### src/rtl/bsg_fsb_link_serdes.sv
// bsg_fsb_link_serdes: narrow-link adapter on the FSB side of the tunnel.
// TX slices FSB packets into chunks; RX reassembles chunks into packets.
//
// Ports:
//   clk_i, reset_n_i        clock, asynchronous active-low reset
//   fsb_v_i/fsb_data_i      TX packet in (held stable while valid)
//   fsb_yumi_o              TX packet consumed (with its last chunk)
//   tx_v_o/tx_data_o        TX chunk out, tx_last_o marks final chunk
//   tx_ready_i              link accepts the current chunk
//   rx_v_i/rx_data_i        RX chunk in, rx_last_i is sender's marker
//   rx_ready_o              chunk taken when rx_v_i & rx_ready_o
//   fsb_v_o/fsb_data_o      reassembled packet out
//   fsb_ready_i             downstream accepts the packet
//   frame_err_o             sticky RX framing error
module bsg_fsb_link_serdes #(
    parameter int ring_width_p = 80,
    parameter int chan_width_p = 16
) (
    input  logic                    clk_i,
    input  logic                    reset_n_i,

    input  logic                    fsb_v_i,
    input  logic [ring_width_p-1:0] fsb_data_i,
    output logic                    fsb_yumi_o,

    output logic                    tx_v_o,
    output logic [chan_width_p-1:0] tx_data_o,
    output logic                    tx_last_o,
    input  logic                    tx_ready_i,

    input  logic                    rx_v_i,
    input  logic [chan_width_p-1:0] rx_data_i,
    input  logic                    rx_last_i,
    output logic                    rx_ready_o,

    output logic                    fsb_v_o,
    output logic [ring_width_p-1:0] fsb_data_o,
    input  logic                    fsb_ready_i,

    output logic                    frame_err_o
);

    localparam int num_chunks_lp =
        (ring_width_p + chan_width_p - 1) / chan_width_p;
    localparam int pad_width_lp = num_chunks_lp * chan_width_p;
    localparam int cnt_width_lp =
        (num_chunks_lp > 1) ? $clog2(num_chunks_lp) : 1;
    localparam logic [cnt_width_lp-1:0] last_cnt_lp =
        cnt_width_lp'(num_chunks_lp - 1);
    localparam logic [cnt_width_lp-1:0] one_lp = cnt_width_lp'(1);

    logic [cnt_width_lp-1:0] tx_cnt_q, tx_cnt_d;
    logic [cnt_width_lp-1:0] rx_cnt_q, rx_cnt_d;
    logic                    full_q, full_d;
    logic                    err_q, err_d;
    logic [pad_width_lp-1:0] asm_q, asm_d;

    logic [pad_width_lp-1:0] tx_pad;
    logic                    tx_fire;
    logic                    rx_fire;
    logic                    rx_at_end;
    logic                    rx_err;
    logic                    rx_done;
    logic                    unused_asm;

    // ---------------- TX ----------------
    always_comb begin
        // Zero-extend so the final chunk pads with zeros.
        tx_pad = '0;
        tx_pad[ring_width_p-1:0] = fsb_data_i;

        tx_data_o = '0;
        for (int i = 0; i < num_chunks_lp; i++) begin
            if (tx_cnt_q == cnt_width_lp'(i)) begin
                tx_data_o = tx_pad[i*chan_width_p +: chan_width_p];
            end
        end

        tx_v_o     = fsb_v_i;
        tx_last_o  = (tx_cnt_q == last_cnt_lp);
        tx_fire    = fsb_v_i & tx_ready_i;
        fsb_yumi_o = tx_fire & tx_last_o;

        // Counter only moves on a handshake, so a dropped
        // fsb_v_i mid-packet simply holds the position.
        tx_cnt_d = tx_cnt_q;
        if (tx_fire) begin
            tx_cnt_d = tx_last_o ? '0 : tx_cnt_q + one_lp;
        end
    end

    // ---------------- RX ----------------
    always_comb begin
        rx_ready_o = ~full_q | fsb_ready_i;
        rx_fire    = rx_v_i & rx_ready_o;
        rx_at_end  = (rx_cnt_q == last_cnt_lp);

        // Marker must appear exactly on the final slot.
        rx_err  = rx_fire & (rx_last_i ^ rx_at_end);
        rx_done = rx_fire & rx_last_i & rx_at_end;

        rx_cnt_d = rx_cnt_q;
        if (rx_fire) begin
            if (rx_at_end | rx_last_i) begin
                rx_cnt_d = '0;
            end else begin
                rx_cnt_d = rx_cnt_q + one_lp;
            end
        end

        // A bad chunk is discarded; the partial packet is
        // abandoned and overwritten by the next one.
        asm_d = asm_q;
        if (rx_fire & ~rx_err) begin
            for (int i = 0; i < num_chunks_lp; i++) begin
                if (rx_cnt_q == cnt_width_lp'(i)) begin
                    asm_d[i*chan_width_p +: chan_width_p] = rx_data_i;
                end
            end
        end

        // Completion wins over dequeue in the same cycle.
        full_d = full_q;
        if (rx_done) begin
            full_d = 1'b1;
        end else if (full_q & fsb_ready_i) begin
            full_d = 1'b0;
        end

        err_d = err_q | rx_err;
    end

    always_ff @(posedge clk_i or negedge reset_n_i) begin
        if (!reset_n_i) begin
            tx_cnt_q <= '0;
            rx_cnt_q <= '0;
            full_q   <= 1'b0;
            err_q    <= 1'b0;
            asm_q    <= '0;
        end else begin
            tx_cnt_q <= tx_cnt_d;
            rx_cnt_q <= rx_cnt_d;
            full_q   <= full_d;
            err_q    <= err_d;
            asm_q    <= asm_d;
        end
    end

    assign fsb_v_o     = full_q;
    assign fsb_data_o  = asm_q[ring_width_p-1:0];
    assign frame_err_o = err_q;

    // Pad bits above ring_width_p are never presented.
    assign unused_asm = ^asm_q;

endmodule
### config.mk
export PLATFORM = sky130hd
export DESIGN_NAME = bsg_fsb_link_serdes
export DESIGN_NICKNAME = d
export VERILOG_FILES = /design/src/rtl/bsg_fsb_link_serdes.sv
export SDC_FILE = /design/constraint.sdc
export NUM_CORES = 1
export LEC_CHECK = 0
export CAP_MARGIN = 20
export CORE_ASPECT_RATIO = 0.75
export CORE_MARGIN = 2
export CORE_UTILIZATION = 35
export CTS_CLUSTER_DIAMETER = 30
export CTS_CLUSTER_SIZE = 30
export DETAILED_ROUTE_END_ITERATION = 12
export GPL_ROUTABILITY_DRIVEN = 0
export GPL_TIMING_DRIVEN = 0
export PLACE_DENSITY = 0.81
export SYNTH_ARGS = -nofsm -noshare
export SYNTH_HDL_FRONTEND = slang
export SYNTH_SLANG_ARGS = --single-unit
### constraint.sdc
create_clock -name clk_i -period 5.8 [get_ports clk_i]
set_clock_uncertainty 0.05 [all_clocks]
set_input_delay 0.58 -clock clk_i [delete_from_list [all_inputs] [get_ports clk_i]]
set_output_delay 0.58 -clock clk_i [all_outputs]
set_load 0.05 [all_outputs]
# After elaboration in Yosys (flattened, before gate mapping)
# Index checks and enable logic that the tools add are counted.
[op_classes] n_addsub=2 n_eq_ne=8 reduce_logical=8 bitwise=14 mux=9
[ops] operator="$mux 16" n=5
[ops] operator="$eq 3x2->1 const B" n=4
[ops] operator="$reduce_and 2->1" n=5
[ops] operator="$and 1x1->1" n=8
[ops] operator="$add 3x1->3 const B" n=2
[ops] operator="$eq 3x1->1 const B" n=2
[ops] operator="$eq 3x3->1 const B" n=2
[ops] operator="$logic_not 3->1" n=2
[ops] operator="$mux 3" n=2
[ops] operator="$or 1x1->1" n=3
[ops] operator="$mux 1" n=2
[ops] operator="$not 1->1" n=2
[ops] operator="$reduce_bool 2->1" n=1
[ops] operator="$xor 1x1->1" n=1
[word_totals] regBits=88 wordCells=50 in_bits=103 out_inout_bits=102

# Depth between registers and ports, before layout
# Gate-level depths: netlist (run 1).
[depth] word_depth=7 ltp_mapped=10

# Least setup slack after synthesis (run 1)
# No wires, ideal clock.
[synth_path] kind="reg2out" startpoint="register tx_cnt_q[0]" endpoint="output port tx_data_o[10]" path_buffers=3 slack_ns=1.915 arrival_ns=3.255 stages_incl_launch_ff=8 required_time_ns=5.170 path_cell_list="dfrtp_1 -> ha_1 -> ha_1 -> buf_6 -> or2_1 -> buf_2 -> clkbuf_2 -> o311ai_0"
[synth_between] elab_chain_cells=6 elab_cells_between_ends=10
[synth_lines] item="start: declaration" line_no="52" source="logic [cnt_width_lp-1:0] tx_cnt_q, tx_cnt_d;"
[synth_lines] item="start signal: assignment" line_no="141" source="tx_cnt_q <= tx_cnt_d;"
[synth_lines] item="$logic_not 3->1" line_no="74" source="if (tx_cnt_q == cnt_width_lp'(i)) begin"
[synth_lines] item="$mux 16 (4 in series)" line_no="74"
[synth_lines] item="$mux 16 (*)" line_no="74"
[synth_lines] item="end: declaration" line_no="27" source="output logic [chan_width_p-1:0] tx_data_o,"
# Mark *: on every way between the ends. The rest lies on a longest branch, timed or not.

# Final worst setup path (run 1)
# Ends and elaborated chain as after synthesis.

==> flow_summary.toml, run 1 <==
[cts]
clock-sinks = 88
ctsHoldBuffers = 0
clockBufferDepth = 2
cts_tree = "yes"
cts_made_buffers = 9
postCtsSetupRepairBufs = 0
cts_resized = 0
clkTransAtPathRegs_ns = 0.07
clk_latency_ns = 0.34
htreeDepth = 3
cts_root_buf = "clkbuf_16"

[sta]
tns_ns = 0
setup_viol = 0
rsz0062_at_grt = "no"
fin_crit_sh_pct = 65.2
max_slew.worst_pin.slew_ns = 0.560
max_slew_margin_pct = 62.6
max_freq_mhz = 264
drv_slew = 0
fin_crit_ns = 3.78
hold_viol = 0

[critical_path]
cp_data_arrival_time_ns = 3.15
worstSetupStartpointType = "flop"
rr_worst_depth = 10
critPathLaunch = "tx_cnt_q[0]"
worstReg2RegStart = "rx_cnt_q[0]"
setup.worst_path.class = "reg2out"
worstPathRequired_ns = 5.17
timing.reg2reg.setup_slack_ns = 3.32
cp-end-kind = "output port"
crit_path_max_fanout = 10

[route]
wl_met1_um = 5680
top_layer = "met4"
vias = 3518
drt_iter0_drc = 205
drc_errors = 0
drtAntennaViolNets = 0
wirelength_um = 13600
drtPass1Iterations = 4
wire_per_inst_um = 19.4
wl_met2_um = 6740
met3RoutedLength_um = 964
via_per_inst = 5.01

[place]
io_buffers = 204
post-dp-hpwl_um = 10300

[global_route]
grt_pass1_wl_um = 21300
grt_pass1_vias = 3797
grt_usage_pct = 20.7
antenna_found_initial = 0
grt_max_degree = 68
grt_remaining_overflow = 0

[logic_synthesis]
ys_seq_area_share_pct = 51.5
avgSynthCellArea_um2 = 13.4
synth.distinct_cells = 31
synth_nets = 433
netlist_area_mm2 = 0.00427
netlist_top_cells_area = "dfrtp_1 52%, mux2_2 16%, mux2_4 7.0%"
yosysTopAreaCell = "dfrtp_1"
ys.warnings.count = 0
netlist_instances = 319
synth-seq-cells = 88
synth_top_area_share_pct = 51.5

[run_status]
status = "finished clean"

[final_layout]
nFillCells = 970
syn_to_final_growth_pct = 60.3
final_cell_mix = "203 x clkdlybuf4s50_1, 88 x dfrtp_1, 61 x mux2_2"
diodes = 0
drive_gt1_share_pct = 22.2
final_common_cell = "clkdlybuf4s50_1"
fin_nets = 649

[min_path]
hold_path_class = "in2async"

[floorplan]
die_x_um = 132
fp.dieH_um = 99.7
core.rowCount = 34
core_area_mm2 = 0.0117
initial_utilization_pct = 36.4
num_io_pins = 205
die_area_mm2 = 0.0131

[power_and_ir_drop]
powerDensity_mw_per_mm2 = 669
cellLeakagePower_nw = 2.84
ir_drop_mv = 0.404
finalPower_mw = 4.58

[job]
maxCapViolations = 0
## area by class of cell
type | count | area, µm² | share of cell area (%)
multi-input combinational | 200 | 1850 | 27.0
buffer | 23 | 189 | 2.76
tap | 162 | 203 | 2.96
clock inverter | 5 | 65.1 | 0.950
timing repair buffer | 205 | 2070 | 30.2
inverter | 8 | 30.0 | 0.438
sequential | 88 | 2200 | 32.1
clock buffer | 11 | 243 | 3.54
## flip-flops by register name, indices dropped and copies added (netlist names)
signal,flops
frame_err_o,1
fsb_data_o,80
fsb_v_o,1
rx_cnt_q,3
tx_cnt_q,3
## synthesized netlist by cell type, drive strengths merged
cell	instances
dfrtp	88
mux2	81
nand2	25
nand3	18
nor2b	18
a221oi	16
o311ai	16
buf	13
ha	11
clkbuf	10
inv	7
mux2i	3
o21ai	3
nand2b	2
nand4	2
a31o	1
and3b	1
and4	1
clkinv	1
nor2	1
or2	1
## per-layer routing
metal	track usage, %	vias to the layer above
li1	-	1599
met1	26.0	1757
met2	34.6	139
met3	6.83	23
met4	5.77	0
met5	0	-
## power breakdown
group / total (mW) / internal [mW] / switching (mW)
Combinational: 2.94 / 1.07 / 1.86
Clock: 0.592 / 0.349 / 0.243
Sequential: 1.05 / 0.894 / 0.161
Total: 4.58 / 2.32 / 2.27
## logic make-up (layout without fill, tap and decap cells)
kind of cell,after synthesis,after routing,share of synthesized area (%)
and+or+nand+nor,69,69,9.22
DFF,88,88,51.5
adders and majority gates,11,11,3.22
AOI/OAI and AO/OA,36,36,7.11
muxes,84,84,23.8
buffers and inverters,31,252,5.12
## through the flow
step,util (%),hold WS (ns),instance area (µm²),worst slack (ns),std cells
finish,58.4,0.0742,6850,2.02,702
global route,58.4,0.0843,6850,1.85,702
CTS,58.4,0.0732,6850,2.04,702
detailed placement,55.7,0.423,6540,2.41,686
global placement,55.5,0.414,6520,1.07,685
floorplan,-,0.234,4270,1.92,319
## worst max-delay path: stages, from the launching register on
cell and delay (ns):
dfrtp_1 0.42, ha_1 0.21, ha_1 0.18, buf_6 0.13, or2_1 0.19, buf_2 0.16
clkbuf_2 0.21, o311ai_0 0.40, clkdlybuf4s50_1 0.91
## path summary, 6_finish.rpt
path,endpoint
max in group asynchronous,fsb_data_o[42]
min reg2reg,frame_err_o
min in group clk_i,frame_err_o
min,fsb_data_o[32]
max reg2reg,fsb_data_o[12]
max,tx_data_o[10]
Power figures use the tool's default switching activity.
==> run 2, diff against run 1 <==
- clock period: 5.8 -> 3.5 ns (I/O delays scaled with it)
==> run 2 against run 1 <==
  * Hold slack gained 0.32 ns
  * Global-route usage is the same
  * Flip-flop and latch count is the same
  * Cell area grew 0.33%
  * Highest routed layer unchanged
  * Setup slack lost 1.8 ns
  * Largest cell class unchanged
  * Sequential power grew 67%
  * Clock power grew 66%
  * Clock-buffer cell count is the same
  * Power grew 65%
  * Largest power group unchanged
  * Non-clock buffer count grew 1
==> flow_summary.toml, run 2 (synthesis results as in run 1) <==
[critical_path]
critical-path-slowest-cell = "clkdlybuf4s50_1"
cpPeakStageDelay_ns = 0.89
worstPathCellList = "ha_1, ha_1, buf_6, or2_1, buf_2, o311ai_0, clkdlybuf4s50_1"
worstPathRequired_ns = 3.10
setup.worst_path.class = "reg2out"
critPathLaunch = "tx_cnt_q[0]"
crit_family = "buffers and inverters"
crit_path_max_fanout = 8
cp-end-kind = "output port"
cp_common_cell = "ha_1"
critPathBufInv = 3
worstSetupStartpointType = "flop"
cp_data_arrival_time_ns = 2.89
worstReg2RegStart = "rx_cnt_q[0]"

[route]
wire_per_inst_um = 19.4
vias = 3509
drtPass1Iterations = 4
drt_iter0_drc = 197
wirelength_um = 13700
drtAntennaViolNets = 0
drc_errors = 0
via_per_inst = 4.99

[global_route]
grt_remaining_overflow = 0
grt_usage_pct = 20.7
antenna_found_initial = 0
grt_pass1_vias = 3799
grt_max_degree = 68
grt_pass1_wl_um = 21300

[run_status]
status = "finished clean"

[power_and_ir_drop]
cellLeakagePower_nw = 2.96
ir_drop_mv = 0.670
powerDensity_mw_per_mm2 = 1100

[floorplan]
fp.dieH_um = 99.7
die_x_um = 132
core.rowCount = 34
die_area_mm2 = 0.0131
core_area_mm2 = 0.0117
initial_utilization_pct = 36.4
num_io_pins = 205

[final_layout]
fin_cells = 703
drive_gt1_share_pct = 22.2
multi_input_comb_area_mm2 = 0.00185
fin_nets = 650
final_cell_mix = "189 x clkdlybuf4s50_1, 88 x dfrtp_1, 61 x mux2_2"
diodes = 0
syn_to_final_growth_pct = 60.8
nFillCells = 964
largest_reg_flops = 80
final_common_cell = "clkdlybuf4s50_1"
regArea_mm2 = 0.00220

[place]
io_buffers = 204
dp.cells = 686
post-dp-hpwl_um = 10300

[cts]
cts_made_buffers = 9
clock-sinks = 88
clockBufferDepth = 2
clkTransAtPathRegs_ns = 0.06
clk_latency_ns = 0.34
cts_root_buf = "clkbuf_16"
htreeDepth = 3
cts_tree = "yes"

[sta]
hold_viol = 0
max_slew_margin_pct = 61.9
fin_crit_sh_pct = 94.1
drv_slew = 0
fin_crit_ns = 3.29
max_freq_mhz = 304
fin_hold_ws_ns = 0.389
rsz0062_at_grt = "no"
max_slew.worst_pin.slew_ns = 0.569
setup_viol = 0

[job]
maxCapViolations = 0

[min_path]
hold_path_class = "in2async"
run 2: area by class of cell:
class	instances	share of cell area [%]
buffer	23	2.75
tap	162	2.95
timing repair buffer	206	30.4
sequential	88	32.0
multi-input combinational	200	27.0
clock buffer	11	3.53
clock inverter	5	0.946
inverter	8	0.437
run 2: worst reg2reg max path: cells and delay by family, from the launching register on:
family / cells / cell delay [ns]
simple gates: 3 / 0.47
flops: 1 / 0.42
mux: 1 / 0.31
fa+ha+maj: 2 / 0.53
buf+inv: 4 / 0.59
run 2: final timing paths:
| check | to | slack (ns) | depth (start not counted) |
|---|---|---|---|
| max | tx_data_o[7] | 0.21 | 7 |
| min | fsb_data_o[32] | 0.39 | 2 |
| max reg2reg | fsb_data_o[12] | 1.01 | 10 |
| min reg2reg | frame_err_o | 0.43 | 1 |
| max in group asynchronous | fsb_data_o[42] | 2.39 | 3 |
| min in group clk_i | frame_err_o | 0.43 | 1 |
run 2: power by group:
part | total (mW) | switching (mW) | internal (mW)
clock network | 0.982 | 0.403 | 0.579
logic | 4.82 | 3.08 | 1.73
registers | 1.75 | 0.266 | 1.48
total | 7.55 | 3.75 | 3.80
run 2: what timing repair did:
item / CTS / global route
cloned: 0 / 0
gates resized for setup: 6 / 8
hold buffers: 1 / 0
setup buffers: 0 / 0
setup endpoints to repair: 6 / 8
endpoints found under the hold margin: 21 / 0
run 2: per-stage QoR:
stage / util (%) / cell area, µm² / setup slack, ns / total power, mW / TNS (ns)
after global placement: 55.5 / 6520 / -1.00 / 6.52 / -87.75
after floorplan: - / 4270 / -0.155 / 4.91 / -1.39
final: 58.5 / 6870 / 0.206 / 7.55 / 0
after CTS: 58.4 / 6850 / 0.0102 / 7.60 / 0
after global routing: 58.5 / 6870 / 0.0139 / 7.86 / 0
after detailed placement: 55.7 / 6540 / 0.341 / 6.62 / 0
run 2: per-layer routing:
layer  wire length (µm)  part of all wire (%)  vias up  track usage, %
met5                  0                     0        -               0
met4                218                   1.6        0            5.77
met3                973                   7.1       23            6.83
met2               6760                    49      142            34.6
met1               5710                    42     1746            26.0
li1                   -                     -     1598               -
